### config.mk
export PLATFORM = sky130hd
export DESIGN_NAME = disp_scan_ctrl
export DESIGN_NICKNAME = d
export VERILOG_FILES = /design/src/rtl/disp_pkg.sv /design/src/rtl/disp_scan_ctrl_scan_timer.sv /design/src/rtl/disp_scan_ctrl.sv
export SDC_FILE = /design/constraint.sdc
export NUM_CORES = 1
export LEC_CHECK = 0
export BUFFER_PORTS_ARGS = -buffer_cell sky130_fd_sc_hd__buf_2
export CAP_MARGIN = 20
export CORE_ASPECT_RATIO = 1.75
export CORE_UTILIZATION = 56
export DETAILED_ROUTE_END_ITERATION = 8
export PLACE_DENSITY = 0.74
export RECOVER_POWER = 25
export SYNTH_ARGS = -nofsm -noshare
export SYNTH_HDL_FRONTEND = slang
export SYNTH_SLANG_ARGS = --single-unit
### constraint.sdc
create_clock -name clk -period 2.5 [get_ports clk]
set_input_delay 0.375 -clock clk [delete_from_list [all_inputs] [get_ports clk]]
set_output_delay 0.375 -clock clk [all_outputs]
set_load 0.005 [all_outputs]
### src/rtl/disp_pkg.sv
`default_nettype none
// ============================================================================
//  Module   : disp_pkg
//  Purpose  : Shared defaults and helpers for the seven-segment scan
//             controller.
//  Revision : 1.0  initial release
// ============================================================================
package disp_pkg;

  // Default geometry and timing of the scanned display
  localparam int DEF_DIGITS   = 4;
  localparam int DEF_SCAN_DIV = 17;
  localparam int DEF_DEAD     = 64;

  // Widest display the nibble helper can address
  localparam int MAX_DIGITS   = 16;

  // Return nibble i of a packed hex vector (nibble 0 = least significant)
  function automatic logic [3:0] getNibble(input logic [4*MAX_DIGITS-1:0] v,
                                           input logic [31:0] i);
    return v[4*i +: 4];
  endfunction

endpackage
`default_nettype wire

### src/rtl/disp_scan_ctrl_scan_timer.sv
`default_nettype none
// ============================================================================
//  Module   : scan_timer
//  Purpose  : Slot prescaler plus digit index for the display scanner.
//             Each slot lasts 2^SCAN_DIV cycles; a frame is DIGITS slots.
//  Revision : 1.0  initial release
// ============================================================================
module scan_timer #(
  parameter int DIGITS   = 4,
  parameter int SCAN_DIV = 17,
  parameter int IDX_W    = 2
) (
  input  logic                clk,
  input  logic                rst_n,
  output logic [SCAN_DIV-1:0] cnt,
  output logic [IDX_W-1:0]    idx,
  output logic                tick,
  output logic                frameDone
);

  localparam logic [IDX_W-1:0] C_LAST_IDX = IDX_W'(DIGITS - 1);

  logic [SCAN_DIV-1:0] r_cnt;
  logic [IDX_W-1:0]    r_idx;

  // Free-running prescaler; the digit index steps once per full wrap
  always_ff @(posedge clk or negedge rst_n) begin
    if (!rst_n) begin
      r_cnt <= '0;
      r_idx <= '0;
    end else begin
      r_cnt <= r_cnt + 1'b1;
      if (tick) begin
        r_idx <= (r_idx == C_LAST_IDX) ? '0 : r_idx + 1'b1;
      end
    end
  end

  assign tick      = &r_cnt;
  assign frameDone = tick && (r_idx == C_LAST_IDX);
  assign cnt       = r_cnt;
  assign idx       = r_idx;

endmodule
`default_nettype wire

### src/rtl/disp_scan_ctrl.sv
`default_nettype none
// ============================================================================
//  Module   : disp_scan_ctrl
//  Purpose  : Time-multiplexed scan controller for a common-anode
//             seven-segment display driven through one hex decoder.
//             Display data is double-buffered and swapped only at frame
//             boundaries so a frame never mixes old and new digits.
//  Revision : 1.0  initial release
// ============================================================================
module disp_scan_ctrl
  import disp_pkg::*;
#(
  parameter int DIGITS   = DEF_DIGITS,
  parameter int SCAN_DIV = DEF_SCAN_DIV,
  parameter int DEAD     = DEF_DEAD
) (
  input  logic                clk,
  input  logic                rst_n,
  input  logic                load,
  input  logic [4*DIGITS-1:0] hex_in,
  input  logic [DIGITS-1:0]   point_in,
  input  logic [DIGITS-1:0]   blank_in,
  input  logic                lz_en,
  output logic [3:0]          D,
  output logic                LE,
  output logic                point,
  output logic [DIGITS-1:0]   AN,
  output logic                frame_done,
  output logic                pend
);

  localparam int                IDX_W  = $clog2(DIGITS);
  localparam logic [SCAN_DIV-1:0] C_DEAD = SCAN_DIV'(DEAD);

  logic [SCAN_DIV-1:0] w_cnt;
  logic [IDX_W-1:0]    w_idx;
  logic                w_tick;
  logic                w_frameDone;
  logic                w_commit;

  logic [4*DIGITS-1:0] r_pendHex,   r_activeHex;
  logic [DIGITS-1:0]   r_pendPoint, r_activePoint;
  logic [DIGITS-1:0]   r_pendBlank, r_activeBlank;
  logic                r_pend;

  logic [4*MAX_DIGITS-1:0] w_hexExt;
  logic [DIGITS-1:0]       w_zeroFrom;
  logic                    w_dead;

  scan_timer #(
    .DIGITS   (DIGITS),
    .SCAN_DIV (SCAN_DIV),
    .IDX_W    (IDX_W)
  ) u_scanTimer (
    .clk       (clk),
    .rst_n     (rst_n),
    .cnt       (w_cnt),
    .idx       (w_idx),
    .tick      (w_tick),
    .frameDone (w_frameDone)
  );

  // Frame boundary: last tick of the last slot
  assign w_commit = w_tick & w_frameDone;

  // Pending buffer capture and frame-boundary commit; a load landing on the
  // boundary still commits the older pending data and stays pending itself
  always_ff @(posedge clk or negedge rst_n) begin
    if (!rst_n) begin
      r_pendHex     <= '0;
      r_pendPoint   <= '0;
      r_pendBlank   <= '0;
      r_activeHex   <= '0;
      r_activePoint <= '0;
      r_activeBlank <= '0;
      r_pend        <= 1'b0;
    end else begin
      if (w_commit && r_pend) begin
        r_activeHex   <= r_pendHex;
        r_activePoint <= r_pendPoint;
        r_activeBlank <= r_pendBlank;
      end
      if (load) begin
        r_pendHex   <= hex_in;
        r_pendPoint <= point_in;
        r_pendBlank <= blank_in;
        r_pend      <= 1'b1;
      end else if (w_commit) begin
        r_pend      <= 1'b0;
      end
    end
  end

  // zeroFrom[g] is set when digit g and every more significant digit are 0
  for (genvar g = 0; g < DIGITS; g++) begin : g_zeroFrom
    assign w_zeroFrom[g] = ~|r_activeHex[4*DIGITS-1:4*g];
  end

  // Decoder and anode drive for the current slot
  always_comb begin
    w_hexExt                 = '0;
    w_hexExt[4*DIGITS-1:0]   = r_activeHex;
    D                        = getNibble(w_hexExt, 32'(w_idx));
    point                    = r_activePoint[w_idx];
    LE                       = 1'b1;
    if (r_activeBlank[w_idx]) begin
      LE = 1'b0;
    end else if (lz_en && (w_idx != '0) && w_zeroFrom[w_idx]) begin
      LE = 1'b0;
    end
    w_dead = (w_cnt < C_DEAD);
    AN     = '1;
    if (!w_dead) begin
      AN[w_idx] = 1'b0;
    end
  end

  assign frame_done = w_frameDone;
  assign pend       = r_pend;

endmodule
`default_nettype wire

==> results.py, run 1 <==
metrics = {
    "layout": {
        "antenna_cells": 0,
        "finalNonFillerCells": 309,
        "syn_to_final_growth_pct": 16.29,
        "fin_nets": 284,
        "drive_gt1_share_pct": 49.02,
        "design_area_sq_um": 3421,
        "finish.utilization_pct": 68.15,
    },
    "setup_path": {
        "critPathKind": "flop to output port",
        "worstPathArrival_ns": 1.99,
        "worstPathRequired_ns": 2.12,
        "end_kind": "output port",
        "r2r-start": "u_scanTimer.cnt[6]",
        "r2r_cells": 10,
        "crit_path_start_kind": "flop",
        "critPathMaxFanout": 5,
        "reg2reg_to": "r_activeHex[6]",
        "ff2ff_setup_slack_ns": 0.33,
        "crit_path_start": "u_scanTimer.idx[1]",
    },
    "synthesis": {
        "synth_top_area_share_pct": 57.85,
        "ys_ff_latch": 68,
        "syn_avg_cell_area_sq_um": 14.63,
        "synth_fp_nets": 235,
        "netlist_area_sq_um": 2942,
        "synth_cell_types": 33,
        "yosysWarningCount": 0,
        "synth-seq-area-share_pct": 57.85,
        "synth_area_leaders": "dfrtp_1 58%, mux2_2 17%, mux4_2 3.8%, xnor2_1 2.7%, ha_1 2.6%",
        "synth_largest_area_cell": "dfrtp_1",
        "netlist_instances": 201,
    },
    "global_route": {
        "antenna_found_initial": 0,
        "grt_pass1_wl_microns": 8521,
        "grt_start_max_net_pins": 69,
        "grt_pass1_vias": 1830,
        "overflow": 0,
        "grt_use_total_pct": 20.51,
    },
    "route": {
        "drc": 10,
        "vias_per_cell": 5.625,
        "drt-pass1-iter-count": 6,
        "wl_per_cell_microns": 15.76,
        "wl_microns": 4871,
        "drt_iter0_drc": 68,
        "vias": 1738,
        "ant_nets": 0,
    },
    "floorplanning": {
        "rows": 34,
        "die_h_microns": 97.88,
        "die_w_microns": 56.79,
        "core_sq_um": 5020,
        "start_util_pct": 58.60,
        "dieArea_sq_um": 5558,
        "top_level_ports": 40,
    },
    "placement": {
        "place.gp.congestion": 0.7587,
        "place_area_sq_um": 3221,
        "dp_cells": 292,
        "io_buffers": 39,
        "hpwl_microns": 3444,
    },
    "timing": {
        "finalCritPeriodShare_pct": 94.42,
        "setup_violations": 0,
        "fmax_ghz": 0.4237,
        "worstMarginPinSlew_ns": 1.600,
        "slew_violations": 69,
        "rsz0062_at_grt": "false",
        "setup_tns_ns": 0,
        "skew_ns": 0.005522,
        "fin_crit_ns": 2.360,
        "relSlewSlack_pct": -6.694,
        "finalHoldViolCount": 0,
    },
    "pwr": {
        "p_per_area_nw_per_um2": 626.2,
        "p_leak_nw": 1.668,
        "p_total_mw": 2.142,
        "irDropWorstVdd_v": 0.0005520,
    },
    "cts": {
        "cts.sinks": 68,
        "clockBufferDepth": 2,
        "cts.clk_slew.worst_paths_ns": 0.07,
        "cts-root-buf": "clkbuf_8",
        "cts_tree": "yes",
        "postCtsHoldBufs": 0,
        "cts_buffers": 9,
        "ctsHtreeMaxLevel": 3,
        "clkLatencyLatePin_ns": 0.34,
    },
    "worst_hold_path": {
        "hold_depth": 2,
        "hold_path.class": "primary input to flop",
        "worstHoldEndpoint": "r_pendHex[6]",
        "min_from": "hex_in[6]",
    },
    "run_status": {
        "failed_checks": "DRC, capacitance limit, slew limit",
        "status": "finished, violations left",
    },
    "run": {
        "drv_cap": 1,
    },
}
[what timing repair did]
action	in CTS	in global routing
buffers inserted	0	1
gates resized for setup	0	3
setup endpoints to repair	0	1
[how the worst max path moves through the flow]
stage / cells after the start / end / slack, ns
after global placement: 10 / r_activeHex[4] / 0.29
after CTS: 8 / frame_done / 0.02
final: 6 / LE / 0.14
after floorplan: 6 / LE / 0.36
after global routing: 8 / frame_done / 0.009
after detailed placement: 10 / r_activeHex[6] / 0.23
[report_power, final]
| part | internal [mW] | switching (mW) | total, mW |
|---|---|---|---|
| clock | 0.508 | 0.385 | 0.892 |
| combinational | 0.0498 | 0.0411 | 0.0909 |
| sequential | 1.14 | 0.0199 | 1.16 |
| total | 1.70 | 0.446 | 2.14 |
[cells by family (layout without fill, tap and decap cells)]
logic type	Yosys count	after routing	share of synthesized area, %
fa+ha+maj	6	6	2.552
xor+xnor	14	14	4.424
mux	54	54	23.10
compound gates	6	6	1.276
flops	68	68	57.85
buf+inv	12	66	2.211
simple gates	41	41	8.592
[metal layers]
metal  global-route usage, %  vias up  part of all wire (%)
li1                        -      815                     -
met1                   24.41      874                    41
met2                   34.34       41                    53
met3                   6.623        8                   4.5
met4                   7.880        0                   1.7
met5                       0        -                     0
[critical path: stages (launching register included)]
cell     delay, ns
dfrtp_1       0.34
inv_1         0.10
ha_1          0.23
or4_4         0.51
nor4b_2       0.21
a31oi_1       0.12
buf_2         0.14
[layout by cell type, fill, tap and decap left out, types with 4 or more instances in the layout]
master,count
dfrtp_1,67
mux2_2,45
buf_2,39
clkbuf_8,11
nand3_1,9
xnor2_1,9
nand2_1,9
mux4_2,5
ha_1,5
inv_1,4
xor2_1,4
clkinv_2,4
buf_4,4
[cell type report]
cell class / count / area, sq um
clock buffer: 11 / 151.4
multi-input combinational: 121 / 1180
timing repair buffer: 45 / 250.2
clock inverter: 5 / 50.05
inverter: 5 / 18.77
sequential: 68 / 1703
tap: 54 / 67.56
fill: 367 / 1599
[through the flow]
| step | setup slack [ns] | hold slack, ns |
|---|---|---|
| after floorplan | 0.3563 | 0.07941 |
| after global placement | 0.2888 | 0.4225 |
| after detailed placement | 0.2302 | 0.4180 |
| after CTS | 0.02119 | 0.05351 |
| after global routing | 0.009016 | 0.2489 |
| final | 0.1396 | 0.2671 |
[synth_stat cells]
cell type	n
nor3_2	1
mux4_2	5
clkbuf_1	1
nor4b_2	1
a31oi_1	1
nor3_1	2
dfrtp_1	68
inv_2	1
and4_4	2
xnor2_1	9
o21ai_0	3
or4_4	1
and3_1	3
inv_1	4
o41ai_1	1
nor4_1	3
buf_6	2
or4_1	1
nand2_1	9
mux2_1	3
nand4_1	1
and3_4	2
nand3_1	9
nand2_2	1
a21o_1	1
ha_1	6
xor2_2	1
nand3_2	1
nor2_1	4
xor2_1	4
buf_2	4
mux2_2	45
mux4_1	1
[sequential cells by signal, summed over array words and instances (netlist names), 2 cells and up]
| signal | cells |
|---|---|
| u_scanTimer.cnt | 17 |
| r_activeHex | 16 |
| r_pendHex | 16 |
| r_activeBlank | 4 |
| r_activePoint | 4 |
| r_pendBlank | 4 |
| r_pendPoint | 4 |
| u_scanTimer.idx | 2 |
(Power assumes the default switching activity.)
==> run 2: changes to the inputs <==
--- a/config.mk
+++ b/config.mk
@@ -7,11 +7,14 @@
 export LEC_CHECK = 0
 export BUFFER_PORTS_ARGS = -buffer_cell sky130_fd_sc_hd__buf_2
 export CAP_MARGIN = 20
+export CELL_PAD_IN_SITES_DETAIL_PLACEMENT = 0
+export CELL_PAD_IN_SITES_GLOBAL_PLACEMENT = 1
 export CORE_ASPECT_RATIO = 1.75
-export CORE_UTILIZATION = 56
+export CORE_UTILIZATION = 47
 export DETAILED_ROUTE_END_ITERATION = 8
-export PLACE_DENSITY = 0.74
+export PLACE_DENSITY = 0.75
 export RECOVER_POWER = 25
+export REMOVE_ABC_BUFFERS = 1
 export SYNTH_ARGS = -nofsm -noshare
 export SYNTH_HDL_FRONTEND = slang
 export SYNTH_SLANG_ARGS = --single-unit
==> run 2 against run 1 <==
  * The flow now finishes without violations
  * Flip-flop and latch count unchanged
  * Cell count grew 8.4%
  * Register-to-register slack about the same
  * Via count fell by 1.4%
  * Fmax up 0.18%
  * Setup slack better by 0.0042 ns
  * First-iteration DRC count down 4.4%
  * Utilization down 10 points
  * Sequential power about the same
  * Largest power group unchanged
  * Highest routed layer unchanged
==> results.py, run 2 (same netlist as run 1, synthesis figures left out) <==
metrics = {
    "timing": {
        "skew_ns": 0.007249,
        "relSlewSlack_pct": 8.803,
        "fmax_ghz": 0.4244,
        "rsz0062_at_grt": "false",
        "final.setup.worst_slack_ns": 0.1438,
        "slew_violations": 0,
        "worstMarginPinSlew_ns": 1.368,
        "finalHoldViolCount": 0,
        "setup_tns_ns": 0,
        "fin_crit_ns": 2.356,
        "hold_ws_ns": 0.2630,
        "finalCritPeriodShare_pct": 94.25,
        "setup_violations": 0,
    },
    "layout": {
        "drive_gt1_share_pct": 47.86,
        "antenna_cells": 0,
        "fin_nets": 286,
        "nFillCells": 506,
        "multi_input_area_sq_um": 1180,
        "finish.utilization_pct": 58.10,
        "syn_to_final_growth_pct": 17.95,
        "final_common_cell": "dfrtp_1",
        "register_area_sq_um": 1703,
        "final_cell_mix": "67 x dfrtp_1, 45 x mux2_2, 37 x buf_2",
        "design_area_sq_um": 3470,
        "largest_reg_flops": 17,
    },
    "setup_path": {
        "r2r_cells": 10,
        "worstPathArrival_ns": 1.98,
        "worstPathRequired_ns": 2.12,
        "cp_top_family": "simple AND/OR/NAND/NOR gates",
        "critPathMaxFanout": 5,
        "end_kind": "output port",
        "critical_path_buf_inv_count": 2,
        "ff2ff_setup_slack_ns": 0.33,
        "r2r-start": "u_scanTimer.cnt[0]",
        "slowest_delay_ns": 0.51,
        "critPathKind": "flop to output port",
        "reg2reg_to": "r_activePoint[0]",
        "path_cells": "inv_1, ha_1, or4_4, nor4b_2, a31oi_1, buf_2",
        "crit_path_start_kind": "flop",
        "slowest_stage": "or4_4",
    },
    "route": {
        "vias": 1714,
        "vias_per_cell": 5.116,
        "wl_per_cell_microns": 14.91,
        "ant_nets": 0,
        "wl_microns": 4994,
        "drt-pass1-iter-count": 4,
        "drt_iter0_drc": 65,
        "drc": 0,
    },
    "placement": {
        "io_buffers": 39,
        "place_ws_ns": 0.2712,
        "hpwl_microns": 3649,
        "place.gp.congestion": 0.7177,
        "place_area_sq_um": 3246,
    },
    "floorplanning": {
        "core_sq_um": 5972,
        "dieArea_sq_um": 6591,
        "top_level_ports": 40,
        "die_h_microns": 106.7,
        "die_w_microns": 61.80,
        "start_util_pct": 49.26,
        "rows": 37,
    },
    "global_route": {
        "overflow": 0,
        "grt_pass1_wl_microns": 8252,
        "grt_pass1_vias": 1803,
        "grt_use_total_pct": 17.78,
        "grt_start_max_net_pins": 29,
        "antenna_found_initial": 0,
    },
    "pwr": {
        "power_frac_comb_pct": 4.4,
        "p_sw_share_pct": 20.62,
        "p_per_area_nw_per_um2": 618.5,
        "p_int_mw": 1.703,
        "p_switching_mw": 0.4425,
        "seqPwrFrac_pct": 53.9,
        "irDropWorstVdd_v": 0.0003558,
        "p_clk_share_pct": 41.7,
        "p_leak_nw": 1.667,
    },
    "cts": {
        "cts.sinks": 68,
        "cts.clk_slew.worst_paths_ns": 0.07,
        "clkLatencyLatePin_ns": 0.34,
        "cts_buffers": 9,
        "cts_tree": "yes",
        "cts-root-buf": "clkbuf_8",
        "ctsHtreeMaxLevel": 3,
        "clockBufferDepth": 2,
    },
    "worst_hold_path": {
        "worstHoldEndpoint": "r_pendHex[7]",
        "hold_path.class": "primary input to flop",
        "min_from": "hex_in[7]",
        "hold_depth": 2,
    },
    "run_status": {
        "status": "finished clean",
    },
    "run": {
        "drv_cap": 0,
    },
}
[run 2: changes by cell type in the layout (fill, tap and decap cells not counted)]
| cell | delta |
|---|---|
| clkbuf_1 | +3 |
| buf_2 | -2 |
| buf_4 | +2 |
| clkinv_2 | -2 |
| clkbuf_2 | -1 |
| clkinvlp_4 | +1 |
| dlygate4sd3_1 | +1 |
[run 2: final cells by class]
cell class / instances / share of cell area [%]
clock buffers: 12 / 4.472
clock inverters: 4 / 1.370
inverters: 5 / 0.5409
multi-input cells: 121 / 34.01
flip-flops and latches: 68 / 49.08
well taps: 78 / 2.813
repair buffers: 47 / 7.717
[run 2: how the worst max path moves through the flow]
stage	start	endpoint	slack (ns)	cells past startpoint
finish	u_scanTimer.idx[1]	LE	0.14	6
detailed placement	u_scanTimer.cnt[0]	r_activeHex[7]	0.27	10
CTS	u_scanTimer.cnt[0]	frame_done	0.09	8
global route	u_scanTimer.idx[1]	LE	0.02	6
floorplan	u_scanTimer.cnt[0]	r_activeBlank[0]	0.29	9
global placement	u_scanTimer.cnt[0]	r_activePoint[2]	0.32	10
[run 2: worst reg2reg max path: cells and delay by family (launching register included)]
family        cells  cell delay [ns]
fa+ha+maj         2             0.44
flops             1             0.44
buf+inv           2             0.21
simple gates      5             0.59
mux               1             0.36
[run 2: per-stage QoR]
step	power (mW)	instances
6_report	2.146	335
5_1_grt	2.242	335
4_1_cts	2.181	334
2_1_floorplan	1.213	194
3_5_place_dp	1.276	317
3_3_place_gp	1.273	317
[run 2: layer usage]
metal	vias up	wire, microns	global-route usage, %	share of wire (%)
li1	827	-	-	-
met2	31	2642	28.88	53
met3	6	184	5.790	3.7
met5	-	0	0	0
met1	850	2088	20.85	42
met4	0	78	7.619	1.6
[run 2: what timing repair did]
action | in CTS | in global routing
hold buffers | 1 | 0
resized for setup | 0 | 3
hold endpoints to repair | 17 | 0
setup endpoints to repair | 0 | 1
buffers inserted | 0 | 1
[run 2: power by group through the flow]
stage	Combinational (mW)	Clock, mW	Sequential [mW]
6_report	0.0941	0.894	1.16
5_1_grt	0.107	0.973	1.16
4_1_cts	0.0975	0.925	1.16
3_5_place_dp	0.0960	0	1.18
3_3_place_gp	0.0934	0	1.18
2_1_floorplan	0.0416	0	1.17
==> run 3: changes to the inputs <==
--- a/config.mk
+++ b/config.mk
@@ -10,11 +10,13 @@
 export CELL_PAD_IN_SITES_DETAIL_PLACEMENT = 0
 export CELL_PAD_IN_SITES_GLOBAL_PLACEMENT = 1
 export CORE_ASPECT_RATIO = 1.75
-export CORE_UTILIZATION = 47
+export CORE_UTILIZATION = 49
+export CTS_BUF_LIST = sky130_fd_sc_hd__clkbuf_4
 export DETAILED_ROUTE_END_ITERATION = 8
-export PLACE_DENSITY = 0.75
+export PLACE_DENSITY = 0.78
 export RECOVER_POWER = 25
 export REMOVE_ABC_BUFFERS = 1
 export SYNTH_ARGS = -nofsm -noshare
 export SYNTH_HDL_FRONTEND = slang
 export SYNTH_SLANG_ARGS = --single-unit
+export TNS_END_PERCENT = 1
==> run 3 against run 2 <==
  * The run now ends with DRC, capacitance limit, slew limit left
  * Utilization up 0.68 points
  * First-iteration DRC count is 12% higher
  * Highest routed layer unchanged
  * Fmax down 2.2%
  * Cell count grew 1.8%
  * Critical endpoint unchanged
==> results.py, run 3 (same netlist as run 1, synthesis figures left out) <==
metrics = {
    "run_status": {
        "status": "finished, violations left",
        "failed_checks": "DRC, capacitance limit, slew limit",
    },
    "setup_path": {
        "slowest_stage": "or4_4",
        "critPathMaxFanout": 4,
        "path_cells": "inv_1, ha_2, or4_4, nor4b_4, a31oi_1, buf_2",
        "critPathKind": "flop to output port",
        "worstPathArrival_ns": 2.04,
        "reg2reg_to": "r_activeHex[5]",
        "ff2ff_setup_slack_ns": 0.37,
        "path_depth": 6,
        "r2r-start": "u_scanTimer.cnt[11]",
        "end_kind": "output port",
        "cp_top_family": "simple AND/OR/NAND/NOR gates",
        "r2r_cells": 10,
        "slowest_delay_ns": 0.52,
        "critical_path_buf_inv_count": 2,
        "worstPathRequired_ns": 2.12,
        "crit_path_start_kind": "flop",
    },
    "layout": {
        "finish.utilization_pct": 58.77,
        "register_area_sq_um": 1704,
        "multi_input_area_sq_um": 1204,
        "drive_gt1_share_pct": 50.95,
        "final_common_cell": "dfrtp_1",
        "antenna_cells": 0,
        "largest_reg_flops": 17,
        "fin_nets": 293,
        "finalNonFillerCells": 341,
        "nFillCells": 510,
        "final_cell_mix": "66 x dfrtp_1, 45 x mux2_2, 38 x buf_2",
        "syn_to_final_growth_pct": 16.55,
    },
    "route": {
        "drt_iter0_drc": 73,
        "drt-pass1-iter-count": 6,
        "wl_microns": 5439,
        "vias": 1789,
        "ant_nets": 0,
        "vias_per_cell": 5.246,
        "wl_per_cell_microns": 15.95,
        "drc": 2,
    },
    "timing": {
        "skew_ns": 0.009619,
        "slew_violations": 37,
        "relSlewSlack_pct": -24.42,
        "fin_crit_ns": 2.410,
        "setup_tns_ns": 0,
        "finalHoldViolCount": 0,
        "fmax_ghz": 0.4149,
        "finalCritPeriodShare_pct": 96.40,
        "rsz0062_at_grt": "true",
        "setup_violations": 0,
        "worstMarginPinSlew_ns": 1.866,
    },
    "floorplanning": {
        "die_h_microns": 104.5,
        "rows": 37,
        "die_w_microns": 60.57,
        "core_sq_um": 5833,
        "start_util_pct": 50.43,
        "dieArea_sq_um": 6329,
        "top_level_ports": 40,
    },
    "cts": {
        "cts.clk_slew.worst_paths_ns": 0.10,
        "postCtsHoldBufs": 0,
        "ctsHtreeMaxLevel": 3,
        "clockBufferDepth": 2,
        "cts.sinks": 68,
        "cts_buffers": 9,
        "cts_tree": "yes",
        "clkLatencyLatePin_ns": 0.41,
        "cts-root-buf": "clkbuf_4",
    },
    "global_route": {
        "grt_use_total_pct": 19.14,
        "overflow": 0,
        "antenna_found_initial": 0,
        "grt_pass1_vias": 1864,
        "grt_pass1_wl_microns": 8652,
        "grt_start_max_net_pins": 37,
    },
    "placement": {
        "dp_cells": 319,
        "place.gp.congestion": 0.7898,
        "hpwl_microns": 3942,
        "io_buffers": 39,
    },
    "run": {
        "drv_cap": 1,
    },
    "pwr": {
        "p_per_area_nw_per_um2": 529.8,
        "irDropWorstVdd_v": 0.0003041,
        "p_leak_nw": 1.660,
    },
    "worst_hold_path": {
        "hold_depth": 2,
        "min_from": "hex_in[11]",
        "worstHoldEndpoint": "r_pendHex[11]",
        "hold_path.class": "primary input to flop",
    },
}
[run 3: cell count changes in the layout (fill, tap and decap cells not counted), moves of 2 or more]
cell      change
clkbuf_4     +11
ha_1          -2
buf_4         +8
clkbuf_8     -11
clkinv_1      +2
clkbuf_1      -2
[run 3: timing repair]
item,4_1_cts,5_1_grt
pin swaps,0,2
resized for setup,1,8
buffers inserted,1,6
setup endpoints to repair,1,2
[run 3: worst reg2reg max path: cells and delay by family, from the launching register on]
| kind | cells | cell delay (ns) |
|---|---|---|
| multiplexers | 1 | 0.32 |
| AND/OR/NAND/NOR | 6 | 0.81 |
| flip-flops | 1 | 0.42 |
| buffers and inverters | 2 | 0.26 |
| adder cells (fa/ha/maj) | 1 | 0.20 |
[run 3: layer usage]
layer	share of wire [%]	vias up	GRT usage (%)
li1	-	834	-
met1	41	903	22.56
met2	53	42	31.24
met3	3.9	10	5.348
met4	2.2	0	8.766
met5	0	-	0
[run 3: how the worst max path moves through the flow]
stage / from / end / slack (ns)
after floorplan: u_scanTimer.cnt[0] / r_activeBlank[0] / 0.29
after global placement: u_scanTimer.cnt[8] / r_activeHex[4] / 0.30
after detailed placement: u_scanTimer.cnt[8] / r_activeHex[5] / 0.25
after CTS: u_scanTimer.idx[1] / LE / 0.01
after global routing: u_scanTimer.idx[0] / LE / -0.004
final: u_scanTimer.idx[0] / LE / 0.09
[run 3: report_power, final]
group          leakage, nW  switching (mW)  total (mW)  internal [mW]
clock network       0.0616           0.352       0.565          0.212
registers            0.874          0.0201        1.16           1.14
logic                0.725          0.0428      0.0939         0.0511
[run 3: layout make-up]
| cell class | count | share of cell area, % |
|---|---|---|
| multi-input combinational | 121 | 35.11 |
| tap | 78 | 2.847 |
| clock inverter | 4 | 0.5109 |
| inverter | 5 | 0.5474 |
| timing repair buffer | 54 | 8.869 |
| sequential | 68 | 49.71 |
| clock buffer | 11 | 2.409 |
[run 3: through the flow]
step	power (mW)	setup slack (ns)	hold WS, ns	cell area (sq um)
global placement	1.276	0.3027	0.4640	3261
finish	1.816	0.08988	0.1898	3428
detailed placement	1.280	0.2512	0.4648	3261
CTS	1.844	0.01042	0.06042	3371
global route	1.902	-0.004181	0.1729	3428
floorplan	1.213	0.2933	0.07941	2895
